## src/rtl/sequencer_pkg.sv

```systemverilog
// rtl/sequencer_pkg.sv - shared opcodes, state encoding and width defaults for the execute sequencer
package sequencer_pkg;

    localparam int DW_DEFAULT = 32;
    localparam int AW_DEFAULT = 5;

    localparam logic [2:0] OP_ADD = 3'd0;
    localparam logic [2:0] OP_SUB = 3'd1;
    localparam logic [2:0] OP_AND = 3'd2;
    localparam logic [2:0] OP_OR  = 3'd3;
    localparam logic [2:0] OP_XOR = 3'd4;
    localparam logic [2:0] OP_SLT = 3'd5;
    localparam logic [2:0] OP_SLL = 3'd6;
    localparam logic [2:0] OP_SRL = 3'd7;

    typedef enum logic [1:0] {
        ST_IDLE = 2'd0,
        ST_READ = 2'd1,
        ST_EXEC = 2'd2,
        ST_WB   = 2'd3
    } state_e;

endpackage

```

## src/rtl/alu32.sv

```systemverilog
// rtl/alu32.sv - combinational R-type ALU
// Ports: op (opcode), a/b (operands), y (result, mod 2^DW).
module alu32
    import sequencer_pkg::*;
#(
    parameter int DW = DW_DEFAULT
) (
    input  logic [2:0]    op,
    input  logic [DW-1:0] a,
    input  logic [DW-1:0] b,
    output logic [DW-1:0] y
);

    // Shift amount uses only the low five bits; upper bits of b are ignored.
    logic [4:0] shamt;
    assign shamt = b[4:0];

    always_comb begin
        y = '0;
        case (op)
            OP_ADD:  y = a + b;
            OP_SUB:  y = a - b;
            OP_AND:  y = a & b;
            OP_OR:   y = a | b;
            OP_XOR:  y = a ^ b;
            OP_SLT:  y = ($signed(a) < $signed(b)) ? {{(DW-1){1'b0}}, 1'b1} : '0;
            OP_SLL:  y = a << shamt;
            OP_SRL:  y = a >> shamt;
            default: y = '0;
        endcase
    end

endmodule

```

## src/rtl/regfile_alu_sequencer.sv

```systemverilog
// rtl/regfile_alu_sequencer.sv - multi-cycle read/execute/writeback sequencer in front of a 32x32 register file
// Ports: clk/rst (sync active-high); instr_* valid/ready instruction intake;
// rf_* register-file enable, addresses and write data, rf_rdata1/2 registered read data;
// done (writeback pulse), result (last ALU result), busy (READ/EXEC/WB).
module regfile_alu_sequencer
    import sequencer_pkg::*;
#(
    parameter int DW = DW_DEFAULT,
    parameter int AW = AW_DEFAULT
) (
    input  logic          clk,
    input  logic          rst,
    input  logic          instr_valid,
    output logic          instr_ready,
    input  logic [2:0]    instr_op,
    input  logic [AW-1:0] instr_rs,
    input  logic [AW-1:0] instr_rt,
    input  logic [AW-1:0] instr_rd,
    output logic          rf_en,
    output logic [AW-1:0] rf_raddr1,
    output logic [AW-1:0] rf_raddr2,
    output logic [AW-1:0] rf_waddr,
    output logic [DW-1:0] rf_wdata,
    input  logic [DW-1:0] rf_rdata1,
    input  logic [DW-1:0] rf_rdata2,
    output logic          done,
    output logic [DW-1:0] result,
    output logic          busy
);

    state_e        state_q, state_d;
    logic [2:0]    op_q, op_d;
    logic [AW-1:0] rs_q, rs_d;
    logic [AW-1:0] rt_q, rt_d;
    logic [AW-1:0] rd_q, rd_d;
    logic [DW-1:0] result_q, result_d;
    logic [DW-1:0] alu_y;
    logic          accept;

    alu32 #(.DW(DW)) u_alu (
        .op (op_q),
        .a  (rf_rdata1),
        .b  (rf_rdata2),
        .y  (alu_y)
    );

    // Ready in WB lets the next instruction's READ follow the write edge directly,
    // which is what removes any read-after-write hazard.
    assign instr_ready = (state_q == ST_IDLE) || (state_q == ST_WB);
    assign accept      = instr_valid && instr_ready;
    assign busy        = (state_q != ST_IDLE);
    assign result      = result_q;

    always_comb begin
        state_d   = state_q;
        op_d      = op_q;
        rs_d      = rs_q;
        rt_d      = rt_q;
        rd_d      = rd_q;
        result_d  = result_q;
        rf_en     = 1'b0;
        rf_raddr1 = '0;
        rf_raddr2 = '0;
        rf_waddr  = '0;
        rf_wdata  = '0;
        done      = 1'b0;

        case (state_q)
            ST_IDLE: begin
                if (accept) begin
                    state_d = ST_READ;
                end
            end
            ST_READ: begin
                // The register file writes on every enabled edge; aim it at r0 with 0.
                rf_en     = 1'b1;
                rf_raddr1 = rs_q;
                rf_raddr2 = rt_q;
                state_d   = ST_EXEC;
            end
            ST_EXEC: begin
                result_d = alu_y;
                state_d  = ST_WB;
            end
            ST_WB: begin
                rf_en    = 1'b1;
                rf_waddr = rd_q;
                rf_wdata = (rd_q == '0) ? '0 : result_q;
                done     = 1'b1;
                state_d  = accept ? ST_READ : ST_IDLE;
            end
            default: state_d = ST_IDLE;
        endcase

        if (accept) begin
            op_d = instr_op;
            rs_d = instr_rs;
            rt_d = instr_rt;
            rd_d = instr_rd;
        end
    end

    always_ff @(posedge clk) begin
        if (rst) begin
            state_q  <= ST_IDLE;
            op_q     <= '0;
            rs_q     <= '0;
            rt_q     <= '0;
            rd_q     <= '0;
            result_q <= '0;
        end else begin
            state_q  <= state_d;
            op_q     <= op_d;
            rs_q     <= rs_d;
            rt_q     <= rt_d;
            rd_q     <= rd_d;
            result_q <= result_d;
        end
    end

endmodule

```

## config.mk

```make
export PLATFORM = sky130hd
export DESIGN_NAME = regfile_alu_sequencer
export DESIGN_NICKNAME = d
export VERILOG_FILES = /design/src/rtl/sequencer_pkg.sv /design/src/rtl/alu32.sv /design/src/rtl/regfile_alu_sequencer.sv
export SDC_FILE = /design/constraint.sdc
export NUM_CORES = 1
export LEC_CHECK = 0
export BUFFER_PORTS_ARGS = -buffer_cell sky130_fd_sc_hd__buf_2
export CAP_MARGIN = 20
export CORE_MARGIN = 1
export CORE_UTILIZATION = 35
export CTS_BUF_LIST = sky130_fd_sc_hd__clkbuf_4
export DETAILED_ROUTE_END_ITERATION = 6
export MAX_ROUTING_LAYER = met4
export SYNTH_ARGS = -nofsm -noshare
export SYNTH_HDL_FRONTEND = slang
export SYNTH_SLANG_ARGS = --single-unit
export TNS_END_PERCENT = 50
```

## constraint.sdc

```tcl
create_clock -name clk -period 4.7 [get_ports clk]
set_clock_uncertainty 0.15 [all_clocks]
set_input_delay 0.235 -clock clk [delete_from_list [all_inputs] [get_ports clk]]
set_output_delay 0.235 -clock clk [all_outputs]
set_load 0.05 [all_outputs]
```

==> impl_metrics.yaml, run 1 <==
setup_path:
  max_stage_delay_ns: 0.52
  endpoint_kind: "flip-flop"
  worstPathRequired_ns: 4.84
  critical-path-top-delay-family: "compound AO/OA/AOI/OAI gates"
  crit_top_cell: "a21oi_1"
  cp.buffers_inverters: 3
  startpoint_type: "primary input"
  critical_path_class: "primary input to flip-flop"
  path_cells: "buf_2 > inv_1 > ha_1 > inv_1 > a21oi_1 > o211ai_2 > o211ai_1 > a21oi_1 > o21ai_1 > a21oi_1 > or3_1 > a311oi_1"
  cp.arrival_ns: 3.72
  cp_max_fo: 10
  slowest_stage: "a21oi_1"
grt:
  grt_pass1_vias: 11600
  grt_max_degree: 72
  track_usage: 0.334
  grt_overflow: 0
  grt_pass1_wl_um: 75100
  grt_antenna_before_repair: 1
flow_run:
  maxCapViolations: 0
logic_synthesis:
  syn_area_um2: 10400
  ys_seq_elements: 52
  ys_warn_count: 0
  synth_cell_type_count: 76
  seq_area_frac_synth: 0.0997
  synth_edf_count: 0
  synth.avg_cell_area_um2: 6.86
  ys.flop_type: "dfxtp_1"
  synth-async-reset-ratio: 0
  synth_top_area_cell: "ha_1"
  syn-num-nets: 1711
  syn_inst: 1523
  synth_top_cells_by_area: "ha_1 (12%), dfxtp_1 (10%), a21oi_1 (7.4%), nor2_1 (7.2%), mux4_2 (5.8%)"
  synth_top_area_frac: 0.121
die:
  die_w_um: 175
  pin_count: 168
  fp-row-count: 62
  coreArea_um2: 29000
  fp.dieH_um: 175
  initial_core_util: 0.360
  dieArea_um2: 30500
power:
  irDropWorstVdd_v: 0.000171
  leakage_nw: 5.21
  p_total_mw: 3.60
  powerDensity_nw_per_um2: 303
finish:
  drive_gt1_frac: 0.171
  layout.nets: 1829
  most-common-layout-cells: "nor2_1 (201), buf_2 (166), nand2_1 (158)"
  areaGrowthSynthToFinish_pct: 13.6
  final_common_cell: "nor2_1"
clocking:
  clock_path_buffers: 2
  ctsRootBufferMaster: "clkbuf_4"
  cts-buffers-inserted: 5
  post_cts_buffers: 0
  clock_sinks: 52
  clkLatencyLatePin_ns: 0.40
  h-tree-depth: 2
  cts_tree: "yes"
  clkTransAtPathRegs_ns: 0.19
timing:
  fin_crit_sh: 0.761
  tightest_slew_ns: 1.15
  max_freq_mhz: 280
  slew_headroom: 0.222
  tns_ns: 0
  rsz0062_at_grt: "false"
  slew_viol_final: 0
  period_needed_ns: 3.57
  final-setup-viol-count: 0
  final_hold_viol_count: 0
route:
  drc_errors: 0
  drtAntennaViolNets: 0
  first_pass_iters: 6
  dr_total_vias: 12700
  wirelength_um: 51200
  drtIter0Drc: 1640
  routedWlPerCell_um: 25.3
  viasPerCell: 6.25
placed_design:
  io_buffers: 167
  hpwl_um: 40800
  place.gp.congestion: 1.07
hold_path:
  hold_class: "primary input to flip-flop"
outcome:
  outcome: "completed"
## report_power, final
group,internal [mW],switching [mW],leakage (nW)
Sequential,0.567,0.123,0.425
Clock,0.0634,0.180,0.0333
Combinational,0.791,1.87,4.75
## registers in the layout, summed over array words and instances, names as in the netlist
signal / cells
result: 32
op_q: 3
state_q: 2
rt_q: 5
rs_q: 5
rd_q: 5
## metal layers
metal	track usage	vias to the layer above	wire length, um
met5	-	-	0
met4	0.0953	0	1530
met3	0.0481	86	5250
met2	0.485	768	21600
met1	0.476	6042	22800
li1	-	5771	-
## cells in the mapped netlist, types with 20 or more instances
| master | instances |
|---|---|
| inv_1 | 98 |
| nand3_1 | 22 |
| clkbuf_1 | 77 |
| mux2i_1 | 55 |
| o22ai_1 | 20 |
| ha_1 | 101 |
| nor2_1 | 201 |
| a211oi_1 | 38 |
| mux4_2 | 27 |
| a21oi_1 | 155 |
| buf_2 | 21 |
| and2_1 | 55 |
| nor3_1 | 34 |
| dfxtp_1 | 52 |
| nand2_1 | 158 |
| o21ai_0 | 74 |
## final cells by class
cell class	instances	area (um^2)
Fill cell	3172	17200
Multi-Input combinational cell	1252	8540
Timing Repair Buffer	229	1360
Sequential cell	52	1040
Tap cell	384	480
Inverter	101	379
Clock buffer	5	37.5
Clock inverter	3	27.5
Antenna cell	1	2.50
## logic make-up (layout without fill, tap and decap cells)
| logic type | Yosys count | in the layout | share of synthesized area |
|---|---|---|---|
| and+or+nand+nor | 555 | 555 | 0.242 |
| muxes | 100 | 100 | 0.133 |
| DFF | 52 | 52 | 0.0997 |
| AOI/OAI and AO/OA | 482 | 482 | 0.305 |
| adders and majority gates | 103 | 103 | 0.125 |
| other | 0 | 1 | 0 |
| xor gates and xnor gates | 12 | 12 | 0.0101 |
| buffers and inverters | 219 | 338 | 0.0852 |
## what timing repair did
item,4_1_cts,5_1_grt
resized for setup,0,0
hold buffers,19,0
setup endpoints to repair,0,0
endpoints found under the hold margin,19,0
## worst paths after layout
| kind | slack [ns] | start | cells after the start | end |
|---|---|---|---|---|
| worst max-delay path | 1.13 | rf_rdata1[4] | 12 | result[0] |
| worst max register to register | 1.17 | op_q[2] | 9 | result[12] |
| worst min register to register | 0.31 | rt_q[3] | 2 | rt_q[3] |
| worst min-delay path | 0.27 | rst | 2 | state_q[0] |
## metrics by stage
step | hold slack, ns | setup slack (ns) | utilization | cells | area, um^2
2_1_floorplan | 0.221 | 0.901 | - | 1523 | 10400
3_3_place_gp | 0.289 | 0.841 | 0.400 | 1998 | 11600
3_5_place_dp | 0.292 | 0.823 | 0.400 | 1999 | 11600
4_1_cts | 0.265 | 1.27 | 0.409 | 2026 | 11900
5_1_grt | 0.285 | 0.979 | 0.409 | 2027 | 11900
6_report | 0.271 | 1.13 | 0.409 | 2027 | 11900
Note: power is estimated with default switching activity, not from simulation.
==> run 2: changes to the inputs <==
--- a/config.mk
+++ b/config.mk
@@ -5,6 +5,7 @@
 export SDC_FILE = /design/constraint.sdc
 export NUM_CORES = 1
 export LEC_CHECK = 0
+export ABC_AREA = 1
 export BUFFER_PORTS_ARGS = -buffer_cell sky130_fd_sc_hd__buf_2
 export CAP_MARGIN = 20
 export CORE_MARGIN = 1
==> constraint.sdc (replaced) <==
create_clock -name clk -period 3.5 [get_ports clk]
set_clock_uncertainty 0.15 [all_clocks]
set_input_delay 0.175 -clock clk [delete_from_list [all_inputs] [get_ports clk]]
set_output_delay 0.175 -clock clk [all_outputs]
set_load 0.05 [all_outputs]
==> impl_metrics.yaml, run 2 <==
outcome:
  outcome: "completed"
logic_synthesis:
  synth_top_cells_by_area: "nand2_1 (22%), nand3_1 (17%), inv_1 (12%), ha_1 (11%), dfxtp_1 (8.8%)"
  yosys.cell_count.top_type: "nand2_1"
  ys.flop_type: "dfxtp_1"
  syn-num-nets: 2537
  synth-async-reset-ratio: 0
  synth_top_area_cell: "nand2_1"
  synth_edf_count: 0
  syn_area_um2: 11900
  ys_seq_elements: 52
  synth_common_cells: "nand2_1 (689), nand3_1 (394), inv_1 (367)"
  synth.avg_cell_area_um2: 5.06
  synth_cell_type_count: 44
  synth_top_area_frac: 0.218
  ys_warn_count: 0
  syn_inst: 2349
  seq_area_frac_synth: 0.0876
finish:
  drive_gt1_frac: 0.0932
  most-common-layout-cells: "nand2_1 (689), nand3_1 (394), inv_1 (366)"
  layout.nets: 2655
  fin_area_um2: 13400
  final_common_cell: "nand2_1"
  largest_reg_flops: 32
  areaGrowthSynthToFinish_pct: 12.4
placed_design:
  place.gp.congestion: 1.05
  io_buffers: 167
  place_ws_ns: 0.222
  hpwl_um: 48100
  place_area_um2: 13100
setup_path:
  cp.buffers_inverters: 3
  r2r_end: "result[0]"
  critical-path-top-delay-family: "simple AND/OR/NAND/NOR gates"
  regToRegSetupSlack_ns: 0.67
  crit_top_cell: "nand2_1"
  r2r_cells: 10
  slowest_stage: "fa_1"
  startpoint_type: "primary input"
  cp_max_fo: 15
  max_stage_delay_ns: 0.53
  worstPathRequired_ns: 3.73
  cp.arrival_ns: 3.12
  reg2reg_from: "op_q[2]"
  path_cells: "buf_2 > buf_4 > ha_1 > fa_1 > nor2_1 > nand2_1 > nand2_1 > nand3_1 > nand2_1 > nand2_1 > nand2_1 > nand2_1 > nand2_1 > nand2_1 > nand3_1 > nand3_1 > nand2_1 > inv_1"
  critical_path_class: "primary input to flip-flop"
  endpoint_kind: "flip-flop"
route:
  viasPerCell: 5.48
  top_layer: "met4"
  wirelength_um: 58400
  drtAntennaViolNets: 0
  dr_total_vias: 16000
  wl_met2_um: 25700
  drt-met1-wl_um: 25100
  drtIter0Drc: 2112
  met3_length_um: 4560
  first_pass_iters: 6
  drc_errors: 0
  routedWlPerCell_um: 20.0
timing:
  tns_ns: 0
  slew_viol_final: 0
  final-setup-viol-count: 0
  slew_headroom: 0.415
  setup_ws_ns: 0.617
  period_needed_ns: 2.88
  fin_crit_sh: 0.824
  max_freq_mhz: 347
  rsz0062_at_grt: "false"
  tightest_slew_ns: 0.875
  final_hold_viol_count: 0
die:
  pin_count: 168
  dieArea_um2: 34700
  fp.dieH_um: 186
  coreArea_um2: 33400
  fp-row-count: 67
  initial_core_util: 0.355
  die_w_um: 186
grt:
  grt_pass1_wl_um: 85300
  grt_overflow: 0
  track_usage: 0.343
  grt_pass1_vias: 13900
  grt_max_degree: 73
  grt_antenna_before_repair: 1
clocking:
  h-tree-depth: 2
  clock_sinks: 52
  cts-buffers-inserted: 5
  clock_path_buffers: 2
  cts_resized: 0
  cts_tree: "yes"
  clkTransAtPathRegs_ns: 0.19
  clkLatencyLatePin_ns: 0.45
  ctsRootBufferMaster: "clkbuf_4"
hold_path:
  whs_endpoint: "result[1]"
  min_from: "rst"
  hold_class: "primary input to flip-flop"
  min_delay_path_depth: 2
power:
  powerDensity_nw_per_um2: 337
  irDropWorstVdd_v: 0.000340
  leakage_nw: 7.82
flow_run:
  maxCapViolations: 0
## run 2: cell types whose count changed after synthesis, moves of 43 or more
cell,before,now
nor2_1,201,261
mux2i_1,55,1
clkbuf_1,77,34
and2_1,55,10
inv_1,98,367
a21oi_1,155,92
nand3_1,22,394
nand2_1,158,689
## run 2: worst max-delay path by stage
stage	slack, ns	start	end	cells after the start
floorplan	1.07	rf_rdata2[2]	result[0]	19
global placement	0.20	rf_rdata2[0]	result[0]	18
detailed placement	0.22	rf_rdata2[0]	result[0]	18
CTS	0.73	rf_rdata2[0]	result[0]	18
global route	0.45	rf_rdata2[0]	result[0]	18
finish	0.62	rf_rdata2[0]	result[0]	18
## run 2: worst register-to-register path: cells and delay by family (launching register included)
family	cells	cell delay [ns]
buffers and inverters	4	0.57
and+or+nand+nor	6	1.60
DFF	1	0.48
## run 2: what timing repair did
action                    CTS  global route
hold endpoints to repair   19             0
hold buffers               19             0
buffers inserted            0             0
## run 2: metrics by stage
| step | std cells | total power, mW | utilization | hold WS, ns |
|---|---|---|---|---|
| finish | 2919 | 4.50 | 0.399 | 0.0656 |
| global route | 2917 | 4.85 | 0.399 | 0.0501 |
| CTS | 2915 | 4.42 | 0.398 | 0.0404 |
| detailed placement | 2888 | 4.06 | 0.391 | 0.286 |
| global placement | 2888 | 4.06 | 0.391 | 0.277 |
| floorplan | 2349 | 3.00 | - | 0.173 |
## run 2: area by class of cell
class                      count  area (um^2)
clock inverter                 3         27.5
inverter                     374         1400
timing repair buffer         227         1370
sequential                    52         1040
antenna                        3         7.51
multi-input combinational   1807         8920
tap                          448          561
clock buffer                   5         37.5
fill                        3882        20100
## run 2: kinds of logic (layout without fill, tap and decap cells)
group / count (synthesis) / after routing / synth area share
other: 0 / 3 / 0
xor gates and xnor gates: 2 / 2 / 0.00147
buffers and inverters: 490 / 609 / 0.163
muxes: 1 / 1 / 0.000842
adders and majority gates: 103 / 103 / 0.110
DFF: 52 / 52 / 0.0876
AOI/OAI and AO/OA: 273 / 273 / 0.129
and+or+nand+nor: 1428 / 1428 / 0.509
## run 2: layer usage
layer,up-vias,global-route usage
met4,0,0.154
met1,7245,0.440
met2,882,0.548
met5,-,-
li1,7728,-
met3,139,0.0269
## run 2: report_power, final
group	switching, mW	total, mW	internal [mW]
Sequential	0.118	0.848	0.730
Clock	0.255	0.340	0.0846
Combinational	2.41	3.31	0.906
